### config.mk
export PLATFORM = sky130hd
export DESIGN_NAME = add_arbiter
export DESIGN_NICKNAME = d
export VERILOG_FILES = /design/src/rtl/add_arbiter.sv
export SDC_FILE = /design/constraint.sdc
export NUM_CORES = 1
export LEC_CHECK = 0
export ABC_AREA = 1
export CAP_MARGIN = 20
export CORE_MARGIN = 2
export CORE_UTILIZATION = 35
export DETAILED_ROUTE_END_ITERATION = 8
export MAX_ROUTING_LAYER = met4
export PLACE_DENSITY = 0.67
export SYNTH_ARGS = -nofsm -noshare
export SYNTH_HDL_FRONTEND = slang
export SYNTH_SLANG_ARGS = --single-unit
### constraint.sdc
create_clock -name clk -period 4.35 [get_ports clk]
set_input_delay 0.6525 -clock clk [delete_from_list [all_inputs] [get_ports clk]]
set_output_delay 0.6525 -clock clk [all_outputs]
set_load 0.03 [all_outputs]
### src/rtl/add_arbiter.sv
// Two-requester front end for a shared N-bit adder: round-robin grant, operand
// capture, one execute cycle, and a held response with a valid/ready handshake.

module add_core #(
  parameter int N = 16
) (
  input  logic [N-1:0] a,
  input  logic [N-1:0] b,
  output logic [N-1:0] sum,
  output logic         carry,
  output logic         ovf
);
  logic [N:0] s;

  assign s     = {1'b0, a} + {1'b0, b};
  assign sum   = s[N-1:0];
  assign carry = s[N];
  // Like-signed operands whose sum flips sign overflowed in two's complement.
  assign ovf   = (a[N-1] == b[N-1]) && (s[N-1] != a[N-1]);
endmodule

module add_arbiter #(
  parameter int N     = 16,
  parameter int CNT_W = 16
) (
  input  logic             clk,
  input  logic             rst,
  input  logic             req0,
  input  logic [N-1:0]     a0,
  input  logic [N-1:0]     b0,
  input  logic             req1,
  input  logic [N-1:0]     a1,
  input  logic [N-1:0]     b1,
  output logic             gnt0,
  output logic             gnt1,
  output logic             rsp_valid,
  input  logic             rsp_ready,
  output logic [N-1:0]     rsp_sum,
  output logic             rsp_carry,
  output logic             rsp_ovf,
  output logic             rsp_id,
  output logic             busy,
  output logic [CNT_W-1:0] op_count
);
  typedef enum logic [1:0] {IDLE, EXEC, DONE} state_t;

  state_t         state_q, state_d;
  logic           ptr_q;
  logic [N-1:0]   op_a_q, op_b_q;
  logic           op_id_q;
  logic [N-1:0]   ex_sum;
  logic           ex_carry, ex_ovf;
  logic           accept;

  assign accept = rsp_valid && rsp_ready;

  always_ff @(posedge clk) begin
    if (rst) state_q <= IDLE;
    else     state_q <= state_d;
  end

  always_comb begin
    state_d = state_q;
    case (state_q)
      IDLE:    if (gnt0 || gnt1) state_d = EXEC;
      EXEC:    state_d = DONE;
      DONE:    if (accept) state_d = IDLE;
      default: state_d = IDLE;
    endcase
  end

  // Grants are gated by rst so nothing is accepted in a reset cycle.
  always_comb begin
    gnt0 = 1'b0;
    gnt1 = 1'b0;
    if (!rst && state_q == IDLE) begin
      if (req0 && req1) begin
        gnt0 = ~ptr_q;
        gnt1 = ptr_q;
      end else begin
        gnt0 = req0;
        gnt1 = req1;
      end
    end
    busy = (state_q != IDLE);
  end

  always_ff @(posedge clk) begin
    if (rst) begin
      op_a_q  <= '0;
      op_b_q  <= '0;
      op_id_q <= 1'b0;
    end else if (gnt0 || gnt1) begin
      op_a_q  <= gnt1 ? a1 : a0;
      op_b_q  <= gnt1 ? b1 : b0;
      op_id_q <= gnt1;
    end
  end

  add_core #(.N(N)) u_core (
    .a     (op_a_q),
    .b     (op_b_q),
    .sum   (ex_sum),
    .carry (ex_carry),
    .ovf   (ex_ovf)
  );

  // Pointer moves only when a response is consumed, never on grant.
  always_ff @(posedge clk) begin
    if (rst) begin
      rsp_valid <= 1'b0;
      rsp_sum   <= '0;
      rsp_carry <= 1'b0;
      rsp_ovf   <= 1'b0;
      rsp_id    <= 1'b0;
      op_count  <= '0;
      ptr_q     <= 1'b0;
    end else if (state_q == EXEC) begin
      rsp_valid <= 1'b1;
      rsp_sum   <= ex_sum;
      rsp_carry <= ex_carry;
      rsp_ovf   <= ex_ovf;
      rsp_id    <= op_id_q;
    end else if (accept) begin
      rsp_valid <= 1'b0;
      op_count  <= op_count + 1'b1;
      ptr_q     <= ~rsp_id;
    end
  end
endmodule
==> results.txt <==
For the worst setup path, the data required time is 3.70 ns. For this configuration, the core starts out at a cell density of between 30% and 40%. In this run, post-CTS hold repair placed 0 buffers. After synthesis the netlist holds a flip-flop and latch count of about 70. The residual antenna-violating net count after detailed routing came out at 0. By area the synthesized netlist is led by sky130_fd_sc_hd__dfxtp_1 (36%), sky130_fd_sc_hd__nand2_1 (11%), sky130_fd_sc_hd__nor2_1 (10%). The number of slew-limit violations in the final report is 0.

The core area came out at 11300 µm². The aggregate global routing overflow is 0. By startpoint and endpoint, the worst setup path is classified as in2out. The total die area came out at between 10000 and 15000 µm². The number of enable flip-flop cells after synthesis is 0. The cell count after synthesis came out at ~590. The sequential-to-total area share from yosys stat is a little over a third. The ratio of routed vias to standard cells is around 4.7. The worst clock skew on the final layout came out at around 0.008 ns. Setup violations remaining at the end of the flow were counted as 0.

Clock tree synthesis inserted a total of 9 buffers. The buffers plus inverters on the worst setup path came out at 4. The number of global-route vias before repair is ~3700. The largest incremental delay on the critical path came out at ~0.76 ns. In this run, distinct cell masters in the synthesized netlist total 40. The CTS H-tree depth came out at 3. For the final routed database, the setup TNS stands at 0 ns. The first-pass GRT wire length is ~17000 µm. Of all nets on the critical path, the largest fanout is 33. The die boundary height came out at ~110 µm. The number of non-filler instances in the completed layout came out at 838. The number of inserted diodes is 0. The synthesized area per cell came out at just under 7 µm².

Among all flip-flop cells after synthesis, the most frequent one is sky130_fd_sc_hd__dfxtp_1. At the later pin of the worst-skew pair, clock insertion delay measures about 0.33 ns. The final critical-path share of the clock period came out at about 73%. Cells fill roughly half of the core in the end. The slowest stage of the critical path belongs to the cell sky130_fd_sc_hd__clkdlybuf4s50_1.

Across all hold checks on the routed design, the worst slack comes to ~0.47 ns. For this run, the number of Yosys warnings is 0. The number of post-CTS setup repair buffers came out at 0. The worst slew margin relative to its limit came out at roughly 46%. The count of vias placed by the detailed router is slightly below 4000. Setup repair after global routing left no endpoint under its margin.

The tree is rooted in a sky130_fd_sc_hd__clkbuf_16. Among cell families on the critical path, the largest total delay comes from buffers and inverters. The largest net degree at the start of global routing came out at 65. The slew at the pin with the worst max-slew slack is 0.816 ns.

The maximum operating frequency is around 320 MHz. The I/O pin count came out at between 100 and 150. STA classifies the critical path endpoint as a primary output. The share of post-route cells with drive strength above 1 is under 10%. After clock tree synthesis, the clock-pin slew on the worst setup and hold paths is 0.06 ns. The highest ir drop seen on vdd came out at around 0.21 mV. The data arrival time at the worst-slack endpoint is 2.52 ns. The signal on the critical path passes through clkdlybuf4s50_1 -> inv_1 -> o21ai_1 -> nand2_4 -> clkinv_2 -> clkdlybuf4s50_1. The synthesized area came out at around 4000 µm². The number of failing hold endpoints at the final stage was 0. The post-synthesis net count came out at ~680. In this design, the critical path's most frequently occurring cell is sky130_fd_sc_hd__clkdlybuf4s50_1. The tightest min-delay check is of the reg2reg type. The number of max-capacitance violations reported is 0. The die width is between 100 and 150 µm.

Summed over all layers, the routed wires come to roughly 9900 µm. The number of cells after detailed placement is 822. The placed wire-length estimate is roughly 7600 µm. STA classifies the critical path startpoint as a primary input.

The residual DRC count is 0. The first detailed-routing pass ran for 4 iterations. The count of buffers inserted at the top-level ports came out at around 110. The number of antenna violations at the first check in global routing is 0. The power density of the placed cells came out at around 370 nW/µm². The CTS tree is yes. The post-synthesis to final-layout area growth is 36.4%. Counting the fill cells in the layout gives around 1100. The async set or reset register ratio after synthesis is 0%.

The total number of clock tree sinks came out at 72. The number of instances resized during post-cts repair came out at 0. At the end of the flow, the number of nets in the layout was 777. The run finished with clean final reports. The number of buffers on the longest clock path is 2. The synthesized design devotes to its leading area cell type between 30% and 40% of total area. The iteration-0 DRC count of the detailed router came out at between 150 and 200.

The final weighted congestion in routability-driven placement is about 0.86. The biggest area consumer among synthesized cells is sky130_fd_sc_hd__dfxtp_1. The static leakage power is 0.00236 µW. The shortest period the worst path allows is about 3.2 ns. The final routed wire length divided by cell count came out at 11.8 µm.

Global routing consumed, over all layers together, 16.7% of the routing resources. The floorplan has 39 rows.
[Yosys cell counts, types with 2 or more instances]
master                     instances
sky130_fd_sc_hd__o21a_1            2
sky130_fd_sc_hd__xor2_1            5
sky130_fd_sc_hd__inv_4             3
sky130_fd_sc_hd__inv_1            52
sky130_fd_sc_hd__o21ai_0          25
sky130_fd_sc_hd__nor3b_1           2
sky130_fd_sc_hd__nand2_4           3
sky130_fd_sc_hd__ha_1             17
sky130_fd_sc_hd__buf_4             3
sky130_fd_sc_hd__inv_2             3
sky130_fd_sc_hd__a31oi_1           3
sky130_fd_sc_hd__nand2_1         114
sky130_fd_sc_hd__nand2_2           3
sky130_fd_sc_hd__buf_6             4
sky130_fd_sc_hd__clkbuf_1          9
sky130_fd_sc_hd__nor3_1            4
sky130_fd_sc_hd__a21oi_1          58
sky130_fd_sc_hd__buf_2             6
sky130_fd_sc_hd__o21ai_1          33
sky130_fd_sc_hd__buf_1             2
sky130_fd_sc_hd__nor2_2            9
sky130_fd_sc_hd__nand3_1          31
sky130_fd_sc_hd__dfxtp_1          72
sky130_fd_sc_hd__nor2_1          111
sky130_fd_sc_hd__xnor2_1           3
sky130_fd_sc_hd__nor2_4            3
[worst paths after layout]
kind / slack (ns) / end / from / cells past startpoint
max: 1.18 / gnt1 / req1 / 6
min: 0.47 / ptr_q$_SDFFE_PP0P_ / rsp_id$_SDFFE_PP0P_ / 1
max reg2reg: 2.38 / op_b_q[12]$_SDFFE_PP0P_ / state_q[0]$_SDFFE_PP0P_ / 10
min reg2reg: 0.47 / ptr_q$_SDFFE_PP0P_ / rsp_id$_SDFFE_PP0P_ / 1
[through the flow]
stage          setup slack (ns)  power [µW]  instance area, µm²
2_1_floorplan              2.39        1050                4010
3_3_place_gp               1.19        1210                5130
3_5_place_dp               1.16        1220                5130
4_1_cts                    1.15        2050                5460
5_1_grt                    1.06        2130                5460
6_report                   1.18        2020                5460
[flip-flops by register name (all words and copies together), names as in the netlist]
register / flops
op_a_q: 16
rsp_sum: 16
state_q: 2
op_id_q: 1
rsp_id: 1
op_b_q: 16
op_count: 16
ptr_q: 1
rsp_carry: 1
rsp_ovf: 1
rsp_valid: 1
[placed cells by master, fill, tap and decap left out, types with 4 or more instances in the layout]
cell,n
sky130_fd_sc_hd__nand2_1,114
sky130_fd_sc_hd__nor2_1,111
sky130_fd_sc_hd__clkdlybuf4s50_1,106
sky130_fd_sc_hd__dfxtp_1,72
sky130_fd_sc_hd__a21oi_1,58
sky130_fd_sc_hd__inv_1,52
sky130_fd_sc_hd__o21ai_1,33
sky130_fd_sc_hd__nand3_1,31
sky130_fd_sc_hd__o21ai_0,25
sky130_fd_sc_hd__ha_1,17
sky130_fd_sc_hd__nor2_2,9
sky130_fd_sc_hd__clkbuf_16,9
sky130_fd_sc_hd__xor2_1,5
sky130_fd_sc_hd__nor3_1,4
[cell families (layout without fill, tap and decap cells)]
logic type                 count (synthesis)  in the layout  share of synthesized area (%)
and+or+nand+nor                          286            286                           30.8
AOI/OAI and AO/OA                        126            126                           16.3
buffers and inverters                     84            185                           9.31
DFF                                       72             72                           36.0
adders and majority gates                 18             18                           5.81
xor gates and xnor gates                   8              8                           1.75
[power breakdown]
part           leakage [µW]  switching (µW)  internal, µW
registers          0.000588            34.0           714
clock network      0.000166             295           528
logic               0.00160             260           192
[layout make-up]
type | instances | area (µm²) | share of cell area (%)
Clock inverter | 6 | 97.6 | 1.79
Clock buffer | 10 | 239 | 4.37
Tap cell | 143 | 179 | 3.27
Sequential cell | 72 | 1440 | 26.4
Multi-Input combinational cell | 438 | 2190 | 40.1
Inverter | 60 | 234 | 4.28
Timing Repair Buffer | 109 | 1080 | 19.8
[per-layer routing]
layer	share of wire [%]	up-vias	global-route usage, %
li1	-	2105	-
met1	49	1757	21.7
met2	46	79	26.5
met3	4.0	8	3.01
met4	0.90	0	5.25
met5	0	-	-
Note: power is estimated with default switching activity, not from simulation.
